### src/rtl/mem_arbiter_pkg.sv
// Shared types and sizing for the instruction/data memory arbiter.
package defs;

    localparam int ADDR_W   = 32;
    localparam int DATA_W   = 32;
    localparam int MEM_SIZE = 1024;

    typedef enum logic [1:0] {
        IDLE,
        IF_BUSY,
        D_BUSY
    } arb_state_t;

    typedef enum logic {
        PORT_IF,
        PORT_D
    } arb_port_t;

endpackage

### src/rtl/mem_arb_pick.sv
// Winner selection between the fetch and data ports; on a tie the port that
// did not win last time gets the grant.
module mem_arb_pick
    import defs::*;
(
    input  logic      if_req,
    input  logic      d_req,
    input  arb_port_t last_winner,
    output arb_port_t winner,
    output logic      any_req
);

    always_comb begin
        any_req = if_req | d_req;
        if (if_req && d_req) begin
            winner = (last_winner == PORT_IF) ? PORT_D : PORT_IF;
        end else if (d_req) begin
            winner = PORT_D;
        end else begin
            winner = PORT_IF;
        end
    end

endmodule

### src/rtl/mem_arbiter.sv
// Two-port (fetch/data) arbiter onto a single variable-latency memory port.
// Define ROUND_ROBIN_ARB_EN for round-robin ties; otherwise data has fixed priority.
module mem_arbiter
    import defs::*;
#(
    parameter int MEM_SIZE = defs::MEM_SIZE
) (
    input  logic        clk,
    input  logic        rst,

    input  logic        if_req,
    input  logic [31:0] if_addr,
    output logic        if_gnt,
    output logic        if_rvalid,
    output logic [31:0] if_rdata,

    input  logic        d_req,
    input  logic        d_we,
    input  logic [31:0] d_addr,
    input  logic [31:0] d_wdata,
    output logic        d_gnt,
    output logic        d_rvalid,
    output logic [31:0] d_rdata,
    output logic        d_err,

    output logic        mem_req,
    output logic        mem_we,
    output logic [31:0] mem_addr,
    output logic [31:0] mem_wdata,
    input  logic [31:0] mem_rdata,
    input  logic        mem_ack
);

    localparam logic [ADDR_W-1:0] MEM_LIMIT = ADDR_W'(MEM_SIZE);

    arb_state_t        state_q, state_d;
    logic [ADDR_W-1:0] addr_q, addr_d;
    logic              we_q, we_d;
    logic [DATA_W-1:0] wdata_q, wdata_d;
    logic              if_rvalid_q, if_rvalid_d;
    logic [DATA_W-1:0] if_rdata_q, if_rdata_d;
    logic              d_rvalid_q, d_rvalid_d;
    logic [DATA_W-1:0] d_rdata_q, d_rdata_d;
    logic              d_err_q, d_err_d;

    arb_port_t last_winner;
    arb_port_t winner;
    logic      any_req;

    mem_arb_pick u_pick (
        .if_req      (if_req),
        .d_req       (d_req),
        .last_winner (last_winner),
        .winner      (winner),
        .any_req     (any_req)
    );

`ifdef ROUND_ROBIN_ARB_EN
    arb_port_t last_q, last_d;

    always_comb begin
        last_d = last_q;
        if (if_gnt) begin
            last_d = PORT_IF;
        end else if (d_gnt) begin
            last_d = PORT_D;
        end
    end

    always_ff @(posedge clk or posedge rst) begin
        if (rst) begin
            last_q <= PORT_D;
        end else begin
            last_q <= last_d;
        end
    end

    assign last_winner = last_q;
`else
    // A constant "fetch won last" makes the picker resolve every tie to data.
    assign last_winner = PORT_IF;
`endif

    always_comb begin
        // NOTE: every signal gets a default first so no latch is inferred.
        state_d     = state_q;
        addr_d      = addr_q;
        we_d        = we_q;
        wdata_d     = wdata_q;
        if_rvalid_d = 1'b0;
        if_rdata_d  = if_rdata_q;
        d_rvalid_d  = 1'b0;
        d_rdata_d   = d_rdata_q;
        d_err_d     = 1'b0;
        if_gnt      = 1'b0;
        d_gnt       = 1'b0;

        case (state_q)
            IDLE: begin
                // Grants are combinational, so keep them low while reset is held.
                if (any_req && !rst) begin
                    if (winner == PORT_D) begin
                        d_gnt = 1'b1;
                        if (d_addr >= MEM_LIMIT) begin
                            d_rvalid_d = 1'b1;
                            d_err_d    = 1'b1;
                        end else begin
                            state_d = D_BUSY;
                            addr_d  = d_addr;
                            we_d    = d_we;
                            wdata_d = d_wdata;
                        end
                    end else begin
                        if_gnt  = 1'b1;
                        state_d = IF_BUSY;
                        addr_d  = if_addr;
                        we_d    = 1'b0;
                        wdata_d = '0;
                    end
                end
            end
            IF_BUSY: begin
                if (mem_ack) begin
                    state_d     = IDLE;
                    if_rvalid_d = 1'b1;
                    if_rdata_d  = mem_rdata;
                end
            end
            D_BUSY: begin
                if (mem_ack) begin
                    state_d    = IDLE;
                    d_rvalid_d = 1'b1;
                    if (!we_q) begin
                        d_rdata_d = mem_rdata;
                    end
                end
            end
            default: state_d = IDLE;
        endcase
    end

    always_ff @(posedge clk or posedge rst) begin
        if (rst) begin
            state_q     <= IDLE;
            addr_q      <= '0;
            we_q        <= 1'b0;
            wdata_q     <= '0;
            if_rvalid_q <= 1'b0;
            if_rdata_q  <= '0;
            d_rvalid_q  <= 1'b0;
            d_rdata_q   <= '0;
            d_err_q     <= 1'b0;
        end else begin
            // NOTE: non-blocking so every flop samples the pre-edge values together.
            state_q     <= state_d;
            addr_q      <= addr_d;
            we_q        <= we_d;
            wdata_q     <= wdata_d;
            if_rvalid_q <= if_rvalid_d;
            if_rdata_q  <= if_rdata_d;
            d_rvalid_q  <= d_rvalid_d;
            d_rdata_q   <= d_rdata_d;
            d_err_q     <= d_err_d;
        end
    end

    assign mem_req   = (state_q != IDLE);
    assign mem_we    = mem_req & we_q;
    assign mem_addr  = addr_q;
    assign mem_wdata = wdata_q;

    assign if_rvalid = if_rvalid_q;
    assign if_rdata  = if_rdata_q;
    assign d_rvalid  = d_rvalid_q;
    assign d_rdata   = d_rdata_q;
    assign d_err     = d_err_q;

endmodule

### config.mk
export PLATFORM = sky130hd
export DESIGN_NAME = mem_arbiter
export DESIGN_NICKNAME = d
export VERILOG_FILES = /design/src/rtl/mem_arbiter_pkg.sv /design/src/rtl/mem_arb_pick.sv /design/src/rtl/mem_arbiter.sv
export SDC_FILE = /design/constraint.sdc
export NUM_CORES = 1
export LEC_CHECK = 0
export CAP_MARGIN = 5
export CORE_UTILIZATION = 42
export DETAILED_ROUTE_END_ITERATION = 10
export PLACE_DENSITY = 0.87
export RECOVER_POWER = 50
export SLEW_MARGIN = 20
export SYNTH_ARGS = -nofsm -noshare
export SYNTH_HDL_FRONTEND = slang
export SYNTH_HIERARCHICAL = 1
export SYNTH_SLANG_ARGS = --single-unit
export TNS_END_PERCENT = 50
### constraint.sdc
create_clock -name clk -period 7.1 [get_ports clk]
set_input_delay 2.13 -clock clk [delete_from_list [all_inputs] [get_ports clk]]
set_output_delay 2.13 -clock clk [all_outputs]
set_load 0.03 [all_outputs]
Word level (Yosys, flattened, before mapping)
Cells that the tools add are included.

Flip-flop bits (word level): 134. Input port bits: 134. Logic and storage cells: 55.

Magnitude comparators: 1. Eq/ne operators: 6. Bitwise operators: 3. Reductions and logical operators: 10. Muxes and demuxes: 26.

Operators with widths (count): 32-bit two-way mux (4); 32-bit by 11-bit >= comparator with 1-bit output (second input constant) (1); 1-bit two-way mux (16); 3-bit AND reduction (3); 2-bit two-way mux (4); 2-bit != test (second input constant) (2); 2-bit one-hot mux with 2 select lines (1); 3-bit != test (second input constant) (1); 2-bit by 1-bit equality test with 1-bit output (second input constant) (1); 2-bit equality test (second input constant) (1); 1-bit logical AND (2); 2-bit logical NOT (1); 2-bit by 1-bit != test with 1-bit output (second input constant) (1); 1-bit one-hot mux with 2 select lines (1); 2-bit AND reduction (1); 2-bit nonzero test (1); 2-bit OR reduction (1); 1-bit AND (1); 1-bit logical NOT (1); 1-bit NOT (1); 1-bit OR (1).

Logic depth before layout (Yosys ltp)
Depth in word-level cells: 5. Mapped depth: 8. Depth with buffers taken out: 6.

Cells and area by module
The synthesis kept the hierarchy.

By module, submodules not included: mem_arbiter (seq. area each 3353.2 um^2, area an instance 5980.7 um^2, cells an instance 550, times used 1); mem_arb_pick (seq. area each 0.0 um^2, area an instance 13.8 um^2, cells an instance 2, times used 1).

Worst setup path before layout
OpenSTA, ideal clock, no wires.

Kind: in2out. Start point: in d_req. End point: out if_gnt. Required time: 4970 ps. Slack: 1736 ps. Path buffers: 2. Stages on the path: 4. Arrival: 3234 ps. Cells stage by stage: a21boi_1 > clkbuf_1 > nor2_1 > clkbuf_1.

Word-level cells in the longest chain between the ends: 5.

RTL lines: from (decl) (RTL line mem_arbiter.sv:17) `input logic d_req,`; 1-bit two-way mux / 1-bit logical AND (equally long branches) (RTL line mem_arb_pick.sv:17, mem_arb_pick.sv:15); 1-bit two-way mux (RTL line mem_arb_pick.sv:15) `if (if_req && d_req) begin`; 1-bit two-way mux (RTL line mem_arbiter.sv:102) `if (winner == PORT_D) begin`; 1-bit two-way mux * (RTL line mem_arbiter.sv:101) `if (any_req && !rst) begin`; 1-bit two-way mux * (RTL line mem_arbiter.sv:98) `case (state_q)`; to (decl) (RTL line mem_arbiter.sv:13) `output logic if_gnt,`.

Mark *: on every way between the ends. The rest lies on a longest branch, timed or not.

Worst setup path in the final report
Start point: in if_req. End point: out d_gnt.

RTL lines: from (decl) (RTL line mem_arbiter.sv:11) `input logic if_req,`; 1-bit OR (RTL line mem_arb_pick.sv:14) `any_req = if_req | d_req;`; net any_req (RTL line mem_arbiter.sv:48) `logic any_req;`; 1-bit logical AND (RTL line mem_arbiter.sv:101); 1-bit two-way mux (RTL line mem_arbiter.sv:101); 1-bit two-way mux (RTL line mem_arbiter.sv:98); to (decl) (RTL line mem_arbiter.sv:21) `output logic d_gnt,`.

The timed path passes the listed nets, and every way through them passes these cells.

==> out/qor.yml <==
sta:
  rsz0062_at_grt: "false"
  finalSetupTns_ps: 0
  clock-skew-final_ps: 7.39
  timing.final.crit_share_pct: 88.4
  finalWorstPathRequiredPeriod_ps: 6270
  tightest_slew_ps: 3450
  timing_max_transition_violations_final: 160
  timing.final.setup_violations: 0
  fmax_achieved_mhz: 159
  timing_hold_violations_final: 0
  relSlewSlack_pct: -130
die:
  die_width_um: 121
  ios: 269
  placement_rows: 43
  start_util_pct: 43.2
  die_h_um: 121
  floorplan.core_area_mm2: 0.0139
  fp.dieArea_mm2: 0.0148
worst_setup_path:
  critPathRequiredTime_ps: 4970
  crit_fanout: 9
  crit_path_frequent_cell: "clkdlybuf4s50_1"
  critPathLaunchType: "primary input"
  crit_path_end_kind: "output pin"
  crit_path_max_incr_delay_ps: 670
  cpLargestDelayFamily: "buffers and inverters"
  worstSetupPathType: "primary input to output pin"
  cp_slowest_cell: "clkdlybuf4s50_1"
  worst-path-buf-inv: 3
  crit_arrival_ps: 4140
  path_cells: "clkdlybuf4s50_1 > or2_1 > and3b_1 > nand2_1 > inv_1 > clkdlybuf4s50_1"
power:
  report.power.total_mw: 3.25
  vdd_drop_max_mv: 0.248
  power.density_mw_per_mm2: 345
  static-leakage-power_nw: 3.99
synth:
  synth-main-ff-cell: "dfrtp_1"
  post_synthesis_net_count: 689
  synthesis.area_per_instance_um2: 10.9
  synth.ff_latch_count: 134
  synthesis.area_mm2: 0.00599
  synth.area.top_cells: "dfrtp_1 56%, mux2_2 12%, o211ai_1 8.6%, nand2_1 6.0%, a22oi_1 3.1%"
  synth-async-reset-ratio_pct: 100
  synth_cell_types: 32
  yosys_warnings: 6
  synth_enable_flop_cells: 0
  seq_area_frac_synth_pct: 55.9
  netlist.top_cell.by_area: "dfrtp_1"
  synthDominantCellAreaShare_pct: 55.9
  netlist_instances: 552
place:
  dp_hpwl_um: 12200
  port_buffers: 268
  gp_congestion: 0.767
final_layout:
  antenna-diode-count: 0
  final_cell_mix: "221 x clkdlybuf4s50_1, 134 x dfrtp_1, 95 x nand2_1"
  drive_gt1_share_pct: 12.8
  layout.nets: 937
  areaGrowthSynthToFinish_pct: 57.2
  layout.cells.most_common: "clkdlybuf4s50_1"
clock_tree:
  post_cts_hold_buffer_count: 0
  htree_levels: 4
  post_cts_resized: 0
  clk_pin_slew_worst_paths_ps: 60
  clock_insertion_delay_worst_skew_ps: 410
  cts_tree: "yes"
  cts_setup_buffers: 0
  clkSinkCount: 134
  cts_buffers: 17
  cts_root_buf: "clkbuf_16"
  clock_path_buffers: 2
run_status:
  violated_checks: "max-capacitance violations, max-slew violations"
  outcome: "complete, but fails checks"
route:
  drt-wirelength-per-cell_um: 18.0
  vias_per_cell: 5.45
  drt.antenna.violating_nets: 0
  total_number_of_vias: 5413
  initialDrtViolationCount: 296
  drt_first_pass_iters: 5
  wirelength_um: 17900
  route.detailed.drc: 0
grt:
  antenna_found_initial: 1
  first_global_vias: 5268
  grt_first_pass_wirelength_um: 27800
  grt_util_all_layers_pct: 24.6
  pin_count_of_the_biggest_net_entering_global_routing: 93
  grt-ovfl-total: 0
worst_hold_path:
  hold_wc_path_type: "flip-flop to flip-flop"
flow_run:
  drv_cap: 3
registers in the layout, indices dropped and copies added, names as in the netlist:
register / count
d_err: 1
d_rdata: 32
d_rvalid: 1
if_rdata: 32
if_rvalid: 1
mem_addr: 32
mem_wdata: 32
state_q: 2
we_q: 1
worst paths after layout:
path,startpoint,endpoint,slack (ps),cells after the start
min in group asynchronous,rst,mem_addr[16]$_DFFE_PP0P_,3540,2
min,d_rdata[27]$_DFFE_PP0P_,d_rdata[27]$_DFFE_PP0P_,490,1
max,if_req,d_gnt,830,6
max reg2reg,state_q[0]$_DFFE_PP0P_,d_rdata[12]$_DFFE_PP0P_,4000,5
max in group asynchronous,rst,if_rdata[31]$_DFFE_PP0P_,1560,2
min reg2reg,d_rdata[27]$_DFFE_PP0P_,d_rdata[27]$_DFFE_PP0P_,490,1
synth_stat cells, types with 2 or more instances:
| library cell | instances |
|---|---|
| nor3_1 | 8 |
| a22oi_1 | 25 |
| buf_1 | 9 |
| nor2b_1 | 2 |
| nand3_1 | 5 |
| inv_1 | 7 |
| a21oi_1 | 8 |
| nand2_1 | 96 |
| mux2_2 | 63 |
| nor2_1 | 4 |
| clkbuf_1 | 33 |
| buf_2 | 6 |
| nand2b_1 | 14 |
| o211ai_1 | 69 |
| dfrtp_1 | 134 |
| ha_1 | 3 |
| or3_1 | 7 |
| or4_1 | 4 |
| nor4_1 | 13 |
| o21ai_0 | 30 |
metal layers:
metal / part of all wire [%] / vias up / GRT usage (%)
li1: - / 2488 / -
met3: 9.5 / 35 / 7.99
met1: 40 / 2621 / 31.1
met5: 0.073 / - / 0
met4: 2.6 / 2 / 10.3
met2: 48 / 267 / 38.7
cell families (layout without fill, tap and decap cells):
family	after synthesis	in the layout	share of synthesized area, %
AND/OR/NAND/NOR	160	160	12.4
AO/OA/AOI/OAI	135	135	15.3
other	1	1	0.0626
multiplexers	64	64	12.0
buffers and inverters	55	316	3.57
adder cells (fa/ha/maj)	3	3	0.626
flip-flops	134	134	55.9
per-stage QoR:
stage	area (um2)	cells	setup slack [ps]	hold slack (ps)	util (%)
finish	9420	993	825	490	67.9
global route	9420	993	687	500	67.9
detailed placement	8800	961	814	486	63.4
CTS	9430	993	819	499	67.9
global placement	8800	961	856	475	63.4
floorplan	5990	552	1390	493	-
final cells by class:
cell class	count	area [um2]
flip-flops and latches	134	3350
repair buffers	277	2750
fillers	1006	4460
clock inverters	14	198
multi-input cells	363	2440
clock buffers	18	429
well taps	180	225
inverters	7	26.3
power by group:
group | internal, mW | total, mW | switching [mW]
Combinational | 0.542 | 1.23 | 0.693
Sequential | 0.955 | 1.08 | 0.130
Clock | 0.592 | 0.929 | 0.337
Total | 2.09 | 3.25 | 1.16
(Power assumes the default switching activity.)
